--- config.mk ---
export PLATFORM = sky130hd
export DESIGN_NAME = vga_color_ctrl
export DESIGN_NICKNAME = d
export VERILOG_FILES = /design/src/rtl/vga_color_ctrl.sv
export SDC_FILE = /design/constraint.sdc
export NUM_CORES = 1
export LEC_CHECK = 0
export ABC_CLOCK_PERIOD_IN_PS = 2060
export CORE_MARGIN = 1
export CORE_UTILIZATION = 52
export DETAILED_ROUTE_END_ITERATION = 8
export GPL_TIMING_DRIVEN = 1
export PLACE_DENSITY = 0.87
export SYNTH_ARGS = -nofsm -noshare
export SYNTH_HDL_FRONTEND = slang
export SYNTH_SLANG_ARGS = --single-unit
--- constraint.sdc ---
create_clock -name clk -period 2.06 [get_ports clk]
set_input_delay 0.412 -clock clk [delete_from_list [all_inputs] [get_ports clk]]
set_output_delay 0.412 -clock clk [all_outputs]
set_load 0.1 [all_outputs]
--- src/rtl/vga_color_ctrl.sv ---
// ----------------------------------------------------------------------------
// vga_color_ctrl
//
// Purpose:
//   Three push buttons select a colour channel. A debounced press increments
//   that channel by STEP (modulo 16). The new level is committed only on the
//   next vblank_start pulse, so the pixel datapath never sees a colour change
//   in the middle of a frame. Each press commits at most once. A new press is
//   accepted only after all buttons have been stably released.
//
// Ports:
//   clk           pixel-domain clock; all state changes on the rising edge
//   reset         asynchronous, active-low reset
//   btn_n[2:0]    raw active-low buttons ([0]=red, [1]=blue, [2]=green)
//   vblank_start  one-cycle pulse at the first line of vertical blanking
//   red/green/blue[3:0]  committed colour levels
//   pending       high while a debounced press waits for vblank_start
// ----------------------------------------------------------------------------
module vga_color_ctrl #(
    parameter int DEB_CYCLES = 250000,
    parameter int STEP       = 1
) (
    input  logic       clk,
    input  logic       reset,
    input  logic [2:0] btn_n,
    input  logic       vblank_start,
    output logic [3:0] red,
    output logic [3:0] green,
    output logic [3:0] blue,
    output logic       pending
);

    // The counter only has to reach DEB_CYCLES-1, so clog2(DEB_CYCLES) bits
    // are enough. The width never drops below 1 bit.
    localparam int CW = (DEB_CYCLES > 2) ? $clog2(DEB_CYCLES) : 1;
    localparam logic [CW-1:0] TERM   = CW'(DEB_CYCLES - 1);
    localparam logic [3:0]    STEP_V = 4'(STEP);

    // Channel codes match the button index.
    localparam logic [1:0] CH_RED   = 2'd0;
    localparam logic [1:0] CH_BLUE  = 2'd1;
    localparam logic [1:0] CH_GREEN = 2'd2;

    typedef enum logic [1:0] {
        IDLE     = 2'd0,
        DEBOUNCE = 2'd1,
        PENDING  = 2'd2,
        WAIT_REL = 2'd3
    } state_t;

    state_t        state_q, state_d;
    logic [2:0]    sync1_q, sync2_q;
    logic [CW-1:0] cnt_q, cnt_d, cnt_inc;
    logic [1:0]    ch_q, ch_d;
    logic [3:0]    red_q, red_d;
    logic [3:0]    green_q, green_d;
    logic [3:0]    blue_q, blue_d;
    logic [2:0]    btn_s;
    logic          latched_low;

    // ------------------------------------------------------------------------
    // Two-flop synchronizer. The flops reset to "released" so that a button
    // held through reset shows up as a fresh high-to-low edge.
    // ------------------------------------------------------------------------
    always_ff @(posedge clk or negedge reset) begin
        if (!reset) begin
            sync1_q <= 3'b111;
            sync2_q <= 3'b111;
        end else begin
            sync1_q <= btn_n;
            sync2_q <= sync1_q;
        end
    end

    assign btn_s = sync2_q;

    // The counter saturates at terminal count. It cannot wrap while the
    // controller sits in DEBOUNCE or WAIT_REL.
    assign cnt_inc = (cnt_q == TERM) ? cnt_q : cnt_q + 1'b1;

    // Level of the button latched at press time. This avoids a variable index
    // that could fall outside the 3-bit button vector.
    always_comb begin
        latched_low = 1'b0;
        case (ch_q)
            CH_RED:   latched_low = ~btn_s[0];
            CH_BLUE:  latched_low = ~btn_s[1];
            CH_GREEN: latched_low = ~btn_s[2];
            default:  latched_low = 1'b0;
        endcase
    end

    // ------------------------------------------------------------------------
    // State and datapath registers
    // ------------------------------------------------------------------------
    always_ff @(posedge clk or negedge reset) begin
        if (!reset) begin
            state_q <= IDLE;
            cnt_q   <= '0;
            ch_q    <= CH_RED;
            red_q   <= 4'd0;
            green_q <= 4'd0;
            blue_q  <= 4'd0;
        end else begin
            state_q <= state_d;
            cnt_q   <= cnt_d;
            ch_q    <= ch_d;
            red_q   <= red_d;
            green_q <= green_d;
            blue_q  <= blue_d;
        end
    end

    // ------------------------------------------------------------------------
    // Next-state logic
    // ------------------------------------------------------------------------
    always_comb begin
        state_d = state_q;
        cnt_d   = cnt_q;
        ch_d    = ch_q;
        red_d   = red_q;
        green_d = green_q;
        blue_d  = blue_q;

        case (state_q)
            IDLE: begin
                if (btn_s != 3'b111) begin
                    // Fixed priority: red, then blue, then green.
                    if (!btn_s[0])      ch_d = CH_RED;
                    else if (!btn_s[1]) ch_d = CH_BLUE;
                    else                ch_d = CH_GREEN;
                    cnt_d   = '0;
                    state_d = DEBOUNCE;
                end
            end

            DEBOUNCE: begin
                // Only the latched button matters here. A bounce back high
                // abandons the press without any update. vblank_start is
                // ignored, so a pulse on the same cycle the press completes
                // does not commit.
                if (!latched_low) begin
                    state_d = IDLE;
                end else begin
                    cnt_d = cnt_inc;
                    if (cnt_inc == TERM) state_d = PENDING;
                end
            end

            PENDING: begin
                // The press is already accepted. Releasing the button does not
                // cancel it; only vblank_start moves the controller on.
                if (vblank_start) begin
                    case (ch_q)
                        CH_RED:   red_d   = red_q   + STEP_V;
                        CH_BLUE:  blue_d  = blue_q  + STEP_V;
                        CH_GREEN: green_d = green_q + STEP_V;
                        default:  ;
                    endcase
                    cnt_d   = '0;
                    state_d = WAIT_REL;
                end
            end

            WAIT_REL: begin
                // All buttons must stay high for a full debounce window before
                // a new press is accepted. This blocks auto-repeat while a
                // button is held.
                if (btn_s == 3'b111) begin
                    cnt_d = cnt_inc;
                    if (cnt_inc == TERM) state_d = IDLE;
                end else begin
                    cnt_d = '0;
                end
            end

            default: state_d = IDLE;
        endcase
    end

    assign red     = red_q;
    assign green   = green_q;
    assign blue    = blue_q;
    assign pending = (state_q == PENDING);

endmodule

* Word level (Yosys, flattened, before mapping)
Cells that the tools add are included.
** Operators by class
- Multiplexer cells :: 16
- Equality and inequality tests :: 15
- Reductions and logical operators :: 8
- Bitwise logic cells :: 3
- $add $sub $neg :: 4
** Operator list (number)
- two-way mux 18 bit :: 5
- case mux 18 bit (4 select lines) :: 1
- == test 18 bit, second input constant :: 2
- adder 18 x 1 -> 18 bit, second input constant :: 1
- two-way mux 2 bit :: 8
- adder 4 x 1 -> 4 bit, second input constant :: 3
- AND reduction 3 bit :: 4
- != test 2 bit, second input constant :: 5
- case mux 2 bit (4 select lines) :: 1
- == test 2 bit, second input constant :: 3
- != test 3 bit, second input constant :: 2
- AND reduction 5 bit :: 1
- == test 2 x 1 -> 1 bit, second input constant :: 2
- logical NOT 2 bit :: 2
- == test 3 bit, second input constant :: 1
- NOT 1 bit :: 3
- case mux 1 bit (3 select lines) :: 1
- AND reduction 2 bit :: 1
** Word-level totals
- Output and inout bits :: 13
- Logic and storage cells :: 54
- Bits of input ports :: 6
- Register bits :: 40

* Logic depth before layout (Yosys ltp)
Gate-level depths: netlist of run 1.
- Depth in word-level cells :: 6
- Mapped depth :: 8
- Gate-level depth less buffers :: 7

* Worst setup path before layout of run 1
OpenSTA, ideal clock, no wires.
- Path kind :: reg2reg
- From :: reg with a tool-made name
- To :: reg blue_q[1] (netlist: blue[1])
- Stages on the path, launching flop included :: 7
- Setup time :: 0.126 ns
- Data required time :: 1.934 ns
- Slack :: -1.059 ns
- Data arrival time :: 2.994 ns
- Path buffers :: 1
- Clock period less this slack :: 3.119 ns
- Cell sequence :: dfrtp_1 clkbuf_1 inv_2 nor2_1 nand2_1 nor3b_1 mux2_2
** RTL lines
- end signal: assignment :: line 110 : blue_q <= blue_d;
- end: declaration :: line 57 : logic [3:0] blue_q, blue_d;

==> impl_metrics.toml, run 1 <==
[placement]
portBuffers = 18
dp.cells = 314
dp_hpwl_mm = 3.62
gp_congestion = 0.946

[sta]
tightest_slew_ns = 0.508
finalCritPeriodShare = 1.07
min_period_ns = 2.19
hold_ws_ns = 0.158
final_hold_viol_count = 0
setup_viol = 2
maxSlewViolCount = 0
skew_ns = 0.00786
rsz0062_at_grt = "true"
worst_slack_ns = -0.134
relSlewSlack = 0.661
max_freq_mhz = 456
fin_setup_tns_ns = -0.170

[global_routing]
antenna_found_initial = 0
overflow = 0
grtUsageTotal = 0.251
grt_max_degree = 41
first_global_vias = 1740
grt_first_pass_wirelength_mm = 8.15

[floorplanning]
die_y_um = 67.1
dieArea_sq_um = 4500
fp-row-count = 23
core_sq_um = 4030
io_pins = 19
die_w_um = 67.1
start_util = 0.547

[clock_network]
clk_pin_slew_worst_paths_ns = 0.08
postCtsSetupBuffers = 0
insertion_delay_ns = 0.31
cts_hold_buf = 0
numClockSinks = 40
cts.htree.levels = 2
cts_made_buffers = 5
ctsRootBufferMaster = "clkbuf_8"
cts_tree = "built"
cts.path.max_buffers = 2

[routing]
drtIter0Drc = 150
routed_wl_mm = 4.99
first_pass_iters = 4
wl_met1_mm = 2.25
route.vias.total = 1870
post_drt_via_cell_ratio = 5.81
drc = 0
highest_layer = "met4"
wl_met2_mm = 2.32
ant_nets = 0
wl_per_cell_um = 15.5
met3_length_um = 287

[yosys]
synth_ff_type = "dfrtp_1"
syn_nets = 235
async_reset_ff_frac = 1.00
syn-cell-area_sq_um = 2200
synth_top_area_frac = 0.386
synth-seq-cells = 40
synth_edf_count = 0
netlist_top_cells_area = "dfrtp_1 39%, dfstp_2 7.2%, xnor2_1 4.8%, nand2_1 3.4%, o21ai_1 3.4%"
yosysSeqAreaShare = 0.457
synthDistinctLibCells = 56
synth.avg_cell_area_sq_um = 9.80
yosys_warnings = 0
netlist_instances = 225
yosys.area.top_type = "dfrtp_1"

[worst_setup_path]
r2r_slack_ns = -0.13
cp_top_family = "simple AND/OR/NAND/NOR gates"
cp.arrival_ns = 2.43
crit_chain = "or4b_4 -> nor4_4 -> nand3_2 -> a2111oi_4 -> a41oi_1 -> a31oi_1"
startpoint_type = "flop"
crit_path_max_incr_delay_ns = 0.57
cp-end-kind = "flop"
cpMaxStageDelayCell = "or4b_4"
critical_path_required_ns = 2.29
crit_buf_inv = 0
worstSetupPathType = "flop to flop"
cp_max_fo = 3

[flow_run]
drv_cap = 0

[power]
total_power_w = 0.00220
leakage_nw = 1.22
p_per_area_nw_per_um2 = 789
ir_worst_vdd_v = 0.000361

[layout]
fin_nets = 281
fin_util = 0.691
final_cells = 322
syn2layout_area_growth_pct = 26.3
n_fill_cell = 301
diodes = 0
drive_above_1_share = 0.298

[min_path]
hp-class = "primary input to async pin"

[outcome]
status = "finished, violations left"
violations = "negative setup slack"
[sequential cells by signal (all words and copies together), names as in the netlist, named ones only]
| name | cells |
|---|---|
| blue | 4 |
| btn_s | 3 |
| ch_q | 2 |
| cnt_q | 18 |
| green | 4 |
| red | 4 |
| state_q | 1 |
| sync1_q | 3 |
[repair_timing]
action,in CTS,in global routing
pin swaps,1,3
hold endpoints to repair,0,0
setup endpoints to repair,2,5
gates resized for setup,0,3
[per-layer routing]
metal | GRT usage | up-vias
met5 | 0 | -
met4 | 0.120 | 0
met3 | 0.0634 | 12
met2 | 0.388 | 58
met1 | 0.326 | 875
li1 | - | 925
[layout by cell type, fill, tap and decap left out, drive strengths merged, types with 5 or more instances in the layout]
cell type / n
a21oi: 7
a31oi: 5
buf: 46
clkbuf: 6
dfrtp: 34
dfstp: 6
nand2: 20
nand3: 12
nand4: 8
nor2: 16
nor4: 6
o21ai: 25
xnor2: 12
xor2: 5
[final timing paths]
check                      cells past startpoint  startpoint          to
min in group clk                               0  sync1_q[0]    btn_s[0]
min                                            2       reset    cnt_q[5]
max reg2reg                                    6   cnt_q[13]        flop
max                                            6   cnt_q[13]        flop
min reg2reg                                    0  sync1_q[0]    btn_s[0]
max in group asynchronous                      2       reset  sync1_q[2]
[final cells by class]
cell class | instances | area [sq um] | area share
inverter | 4 | 15.0 | 0.00539
clock buffer | 6 | 82.6 | 0.0297
tap | 50 | 62.6 | 0.0225
clock inverter | 2 | 38.8 | 0.0139
sequential | 40 | 1010 | 0.362
timing repair buffer | 50 | 412 | 0.148
multi-input combinational | 170 | 1160 | 0.418
[worst register-to-register path, delay by kind of cell (launching register included)]
family | cells | cell delay [ns]
simple gates | 3 | 1.01
compound gates | 3 | 0.72
flops | 1 | 0.39
[synth_stat cells, types with 2 or more instances]
library cell	count
nor4_1	5
o31ai_1	3
clkbuf_1	9
dfstp_2	6
xnor2_1	12
xor2_1	5
a21oi_1	7
inv_1	3
nand2_1	20
a31oi_1	5
dfrtp_1	34
ha_1	4
nand4_1	8
o21ai_1	15
nor3b_1	2
nand2b_1	3
or3_1	2
nand3_1	10
nor3_1	4
and3_1	3
a211oi_1	2
nor2_1	16
and2_1	3
o21ai_0	10
mux2_2	3
[metrics by stage]
stage / area (sq um) / setup WS [ns]
4_1_cts: 2770 / -0.122
6_report: 2780 / -0.134
3_3_place_gp: 2650 / 0.00175
3_5_place_dp: 2650 / -0.0979
2_1_floorplan: 2240 / -0.00915
5_1_grt: 2780 / -0.185
[report_power, final]
group / switching, W / total [W] / internal (W)
logic: 0.000337 / 0.000579 / 0.000243
clock network: 0.000288 / 0.000684 / 0.000396
registers: 0.0000898 / 0.000933 / 0.000843
total: 0.000714 / 0.00220 / 0.00148
[logic make-up (layout without fill, tap and decap cells)]
group / after synthesis / in the layout / synth area share
flip-flops: 40 / 40 / 0.457
multiplexers: 4 / 4 / 0.0204
AND/OR/NAND/NOR: 88 / 88 / 0.228
AO/OA/AOI/OAI: 57 / 57 / 0.174
XOR/XNOR: 17 / 17 / 0.0675
adder cells (fa/ha/maj): 4 / 4 / 0.0227
buffers and inverters: 15 / 62 / 0.0295
Power figures use the tool's default switching activity.
==> run 2, diff against run 1 <==
--- a/config.mk
+++ b/config.mk
@@ -6,11 +6,12 @@
 export NUM_CORES = 1
 export LEC_CHECK = 0
 export ABC_CLOCK_PERIOD_IN_PS = 2060
-export CORE_MARGIN = 1
+export CORE_MARGIN = 3
 export CORE_UTILIZATION = 52
 export DETAILED_ROUTE_END_ITERATION = 8
 export GPL_TIMING_DRIVEN = 1
 export PLACE_DENSITY = 0.87
+export SKIP_LAST_GASP = 1
 export SYNTH_ARGS = -nofsm -noshare
 export SYNTH_HDL_FRONTEND = slang
 export SYNTH_SLANG_ARGS = --single-unit
==> impl_metrics.toml, run 2 (synthesized netlist as in run 1, its figures left out) <==
[outcome]
status = "finished, violations left"
violations = "negative setup slack"

[flow_run]
drv_cap = 0

[global_routing]
first_global_vias = 1878
antenna_found_initial = 0
overflow = 0
grt_max_degree = 41
grt_first_pass_wirelength_mm = 8.65
grtUsageTotal = 0.217

[layout]
largest-register = "cnt_q"
fin_nets = 280
multiInputGateArea_sq_um = 1190
fin_util = 0.693
final_cell_mix = "42 x buf_4, 30 x dfrtp_1, 19 x nand2_1"
largest_reg_flops = 18
syn2layout_area_growth_pct = 27.6
final_cells = 321
regArea_sq_um = 1010
drive_above_1_share = 0.317
final_common_cell = "buf_4"
diodes = 0
n_fill_cell = 282

[worst_setup_path]
critical_path_required_ns = 2.28
r2r_cells = 6
worstSetupPathType = "flop to flop"
startpoint_type = "flop"
cp.arrival_ns = 2.32
cpMaxStageDelayCell = "or4b_4"
timing.rr.start = "cnt_q[10]"
crit_chain = "or4b_4 -> nor4_4 -> nand3_2 -> a2111oi_4 -> a41oi_1 -> a31oi_1"
r2r_slack_ns = -0.04
cp_max_fo = 2
cp-end-kind = "flop"
crit_path_max_incr_delay_ns = 0.55

[sta]
skew_ns = 0.0105
max_freq_mhz = 477
maxSlewViolCount = 0
rsz0062_at_grt = "true"
worst_slack_ns = -0.0372
relSlewSlack = 0.651
setup_viol = 2
tightest_slew_ns = 0.516
fin_setup_tns_ns = -0.0388
final_hold_viol_count = 0
finalCritPeriodShare = 1.02
hold_ws_ns = 0.159
min_period_ns = 2.10

[routing]
post_drt_via_cell_ratio = 6.03
drc = 0
wl_per_cell_um = 16.0
ant_nets = 0
first_pass_iters = 4
route.vias.total = 1936
drtIter0Drc = 169
routed_wl_mm = 5.14

[min_path]
hp-class = "primary input to async pin"

[clock_network]
clk_pin_slew_worst_paths_ns = 0.08
insertion_delay_ns = 0.30
cts.path.max_buffers = 2
cts_tree = "built"
numClockSinks = 40
cts.htree.levels = 2
postCtsSetupBuffers = 0
ctsRootBufferMaster = "clkbuf_8"
cts_made_buffers = 5

[power]
p_per_area_nw_per_um2 = 808
total_power_w = 0.00227
leakage_nw = 1.21
ir_worst_vdd_v = 0.000490

[floorplanning]
die_w_um = 71.1
die_y_um = 71.1
start_util = 0.543
dieArea_sq_um = 5060
fp-row-count = 23
io_pins = 19
core_sq_um = 4060

[placement]
gp_congestion = 0.994
portBuffers = 18
dp.cells = 313
dp_hpwl_mm = 3.55
-- run 2: cell types whose count changed in the layout (fill, tap and decap cells not counted), sizes merged --
cell / before / now
buf: 46 / 45
bufinv: 1 / 2
clkinv: 1 / 0
-- run 2: final cells by class --
| type | instances | area share |
|---|---|---|
| Tap cell | 50 | 0.0222 |
| Clock buffer | 6 | 0.0258 |
| Multi-Input combinational cell | 170 | 0.423 |
| Clock inverter | 2 | 0.0213 |
| Timing Repair Buffer | 49 | 0.142 |
| Inverter | 4 | 0.00534 |
| Sequential cell | 40 | 0.360 |
-- run 2: report_power, final --
group	internal [W]	leakage (nW)	total [W]	switching, W
clock network	0.000484	0.0654	0.000763	0.000279
logic	0.000236	0.616	0.000566	0.000329
registers	0.000846	0.525	0.000946	0.0000991
total	0.00157	1.21	0.00227	0.000707
-- run 2: critical path, delay by kind of cell, from the launching register on --
family / cells / cell delay (ns)
AOI/OAI and AO/OA: 3 / 0.66
DFF: 1 / 0.39
and+or+nand+nor: 3 / 0.98
-- run 2: metrics by stage --
step / instance area, sq um / setup WS [ns]
detailed placement: 2640 / -0.0351
floorplan: 2240 / -0.00915
global placement: 2640 / 0.0319
CTS: 2780 / -0.0228
global route: 2810 / -0.129
finish: 2810 / -0.0372
-- run 2: worst max-delay path by stage --
stage          cells past startpoint         end      start  slack, ns
6_report                           6        flop  cnt_q[10]      -0.04
5_1_grt                            7  state_q[0]   cnt_q[0]      -0.13
4_1_cts                            6        flop  cnt_q[13]      -0.02
3_5_place_dp                       7        flop   cnt_q[0]      -0.04
3_3_place_gp                       6        flop  cnt_q[13]       0.03
2_1_floorplan                      7        flop  cnt_q[10]     -0.009
-- run 2: layer usage --
layer / share of wire / wire length (um) / up-vias / global-route usage
li1: - / - / 923 / -
met1: 0.44 / 2280 / 948 / 0.281
met2: 0.49 / 2500 / 50 / 0.349
met3: 0.042 / 218 / 15 / 0.0497
met4: 0.027 / 141 / 0 / 0.0939
met5: 0 / 0 / - / 0
-- run 2: what timing repair did --
| item | CTS | global route |
|---|---|---|
| pin swaps | 0 | 2 |
| endpoints found under the setup margin | 2 | 6 |
| hold buffers | 0 | 0 |
| gates cloned | 0 | 0 |
| resized for setup | 2 | 9 |
==> run 3, diff against run 2 <==
--- a/config.mk
+++ b/config.mk
@@ -7,10 +7,10 @@
 export LEC_CHECK = 0
 export ABC_CLOCK_PERIOD_IN_PS = 2060
 export CORE_MARGIN = 3
-export CORE_UTILIZATION = 52
+export CORE_UTILIZATION = 25
 export DETAILED_ROUTE_END_ITERATION = 8
 export GPL_TIMING_DRIVEN = 1
-export PLACE_DENSITY = 0.87
+export PLACE_DENSITY = 0.53
 export SKIP_LAST_GASP = 1
 export SYNTH_ARGS = -nofsm -noshare
 export SYNTH_HDL_FRONTEND = slang
==> impl_metrics.toml, run 3 (synthesized netlist as in run 1, its figures left out) <==
[worst_setup_path]
cpMaxStageDelayCell = "or4b_4"
worstSetupPathType = "flop to flop"
crit_chain = "or4b_4 -> nor4_4 -> nand3_2 -> a2111oi_4 -> a41oi_2 -> a31oi_1"
startpoint_type = "flop"
crit_cells = 6
r2r_slack_ns = -0.09
cp-startpoint = "cnt_q[13]"
cp.arrival_ns = 2.38
crit_buf_inv = 0
cp_top_family = "simple AND/OR/NAND/NOR gates"
timing.rr.start = "cnt_q[13]"
r2r_cells = 6
critical_path_required_ns = 2.29
cp-end-kind = "flop"
cp_max_fo = 3
crit_path_max_incr_delay_ns = 0.56

[clock_network]
cts.htree.levels = 2
insertion_delay_ns = 0.30
numClockSinks = 40
ctsRootBufferMaster = "clkbuf_8"
clk_pin_slew_worst_paths_ns = 0.09
postCtsSetupBuffers = 0
cts_made_buffers = 5
cts_tree = "built"
cts.path.max_buffers = 2
cts_hold_buf = 0

[layout]
n_fill_cell = 855
drive_above_1_share = 0.310
final_cell_mix = "44 x buf_4, 33 x dfrtp_1, 19 x nand2_1"
diodes = 0
largest-register = "cnt_q"
largest_reg_flops = 18
syn2layout_area_growth_pct = 30.5
final_common_cell = "buf_4"
fin_nets = 283

[global_routing]
busiest_layer = "met2"
grt_max_degree = 41
grt_first_pass_wirelength_mm = 8.68
grtUsageTotal = 0.109
first_global_vias = 1737
grt_use_met3 = 0.0285
use_met2 = 0.167
antenna_found_initial = 0
overflow = 0
use_met1 = 0.149

[placement]
dp_hpwl_mm = 3.82
post-place-ws_ns = -0.0571
portBuffers = 18
gp_congestion = 0.847

[floorplanning]
start_util = 0.263
fp-row-count = 33
core_sq_um = 8380
die_y_um = 99.9
io_pins = 19
die_w_um = 99.9
dieArea_sq_um = 9980

[power]
leakage_nw = 1.22
total_power_w = 0.00222
ir_worst_vdd_v = 0.000323
p_per_area_nw_per_um2 = 771

[min_path]
hp-class = "primary input to async pin"

[routing]
drc = 0
first_pass_iters = 4
route.vias.total = 1846
drtIter0Drc = 90
routed_wl_mm = 5.25
post_drt_via_cell_ratio = 4.87
wl_per_cell_um = 13.9
ant_nets = 0

[outcome]
violations = "negative setup slack"
status = "finished, violations left"

[flow_run]
drv_cap = 0

[sta]
relSlewSlack = 0.670
skew_ns = 0.0104
maxSlewViolCount = 0
hold_ws_ns = 0.161
worst_slack_ns = -0.0939
rsz0062_at_grt = "true"
final_hold_viol_count = 0
min_period_ns = 2.15
max_freq_mhz = 464
finalCritPeriodShare = 1.05
tightest_slew_ns = 0.488
setup_viol = 1
-- run 3: cell types whose count changed in the layout (fill, tap and decap cells not counted), sizes merged --
cell      before  now
clkinv         0    1
clkinvlp       0    1
buf           45   48
clkbuf         6    5
bufinv         2    1
-- run 3: final cells by class --
cell class	count	area, sq um	area share
Multi-Input combinational cell	170	1170	0.408
Clock inverter	3	42.5	0.0148
Inverter	4	15.0	0.00522
Clock buffer	5	68.8	0.0239
Timing Repair Buffer	52	435	0.151
Sequential cell	40	1010	0.351
Tap cell	105	131	0.0457
-- run 3: per-stage QoR --
| stage | TNS, ns | cell area (sq um) | instances | util |
|---|---|---|---|---|
| 3_5_place_dp | -0.0709 | 2750 | 371 | 0.328 |
| 6_report | -0.0939 | 2880 | 379 | 0.343 |
| 5_1_grt | -0.313 | 2880 | 379 | 0.343 |
| 2_1_floorplan | -0.00915 | 2240 | 225 | - |
| 3_3_place_gp | -0.0177 | 2750 | 371 | 0.328 |
| 4_1_cts | -0.105 | 2860 | 379 | 0.341 |
-- run 3: worst min path at each step --
stage	startpoint	end	slack, ns	depth (start not counted)
6_report	reset	cnt_q[11]	0.16	2
5_1_grt	reset	cnt_q[14]	0.21	2
4_1_cts	reset	cnt_q[11]	0.18	2
3_5_place_dp	sync1_q[1]	btn_s[1]	0.35	0
3_3_place_gp	sync1_q[2]	btn_s[2]	0.35	0
2_1_floorplan	reset	async pin	0.12	0
-- run 3: where the power goes --
part	internal (W)	leakage (nW)	total [W]	switching, W
Combinational	0.000274	0.638	0.000620	0.000346
Clock	0.000359	0.0541	0.000663	0.000305
Sequential	0.000843	0.529	0.000934	0.0000909
-- run 3: routing by layer --
layer | part of all wire | wire [um] | vias up
met5 | 0 | 0 | -
met4 | 0.013 | 70 | 0
met3 | 0.042 | 221 | 4
met2 | 0.47 | 2440 | 27
met1 | 0.48 | 2520 | 898
li1 | - | - | 917
-- run 3: timing repair --
action / CTS / global route
endpoints found under the setup margin: 2 / 2
gates cloned: 0 / 0
gates resized for setup: 0 / 5
pin swaps: 0 / 2
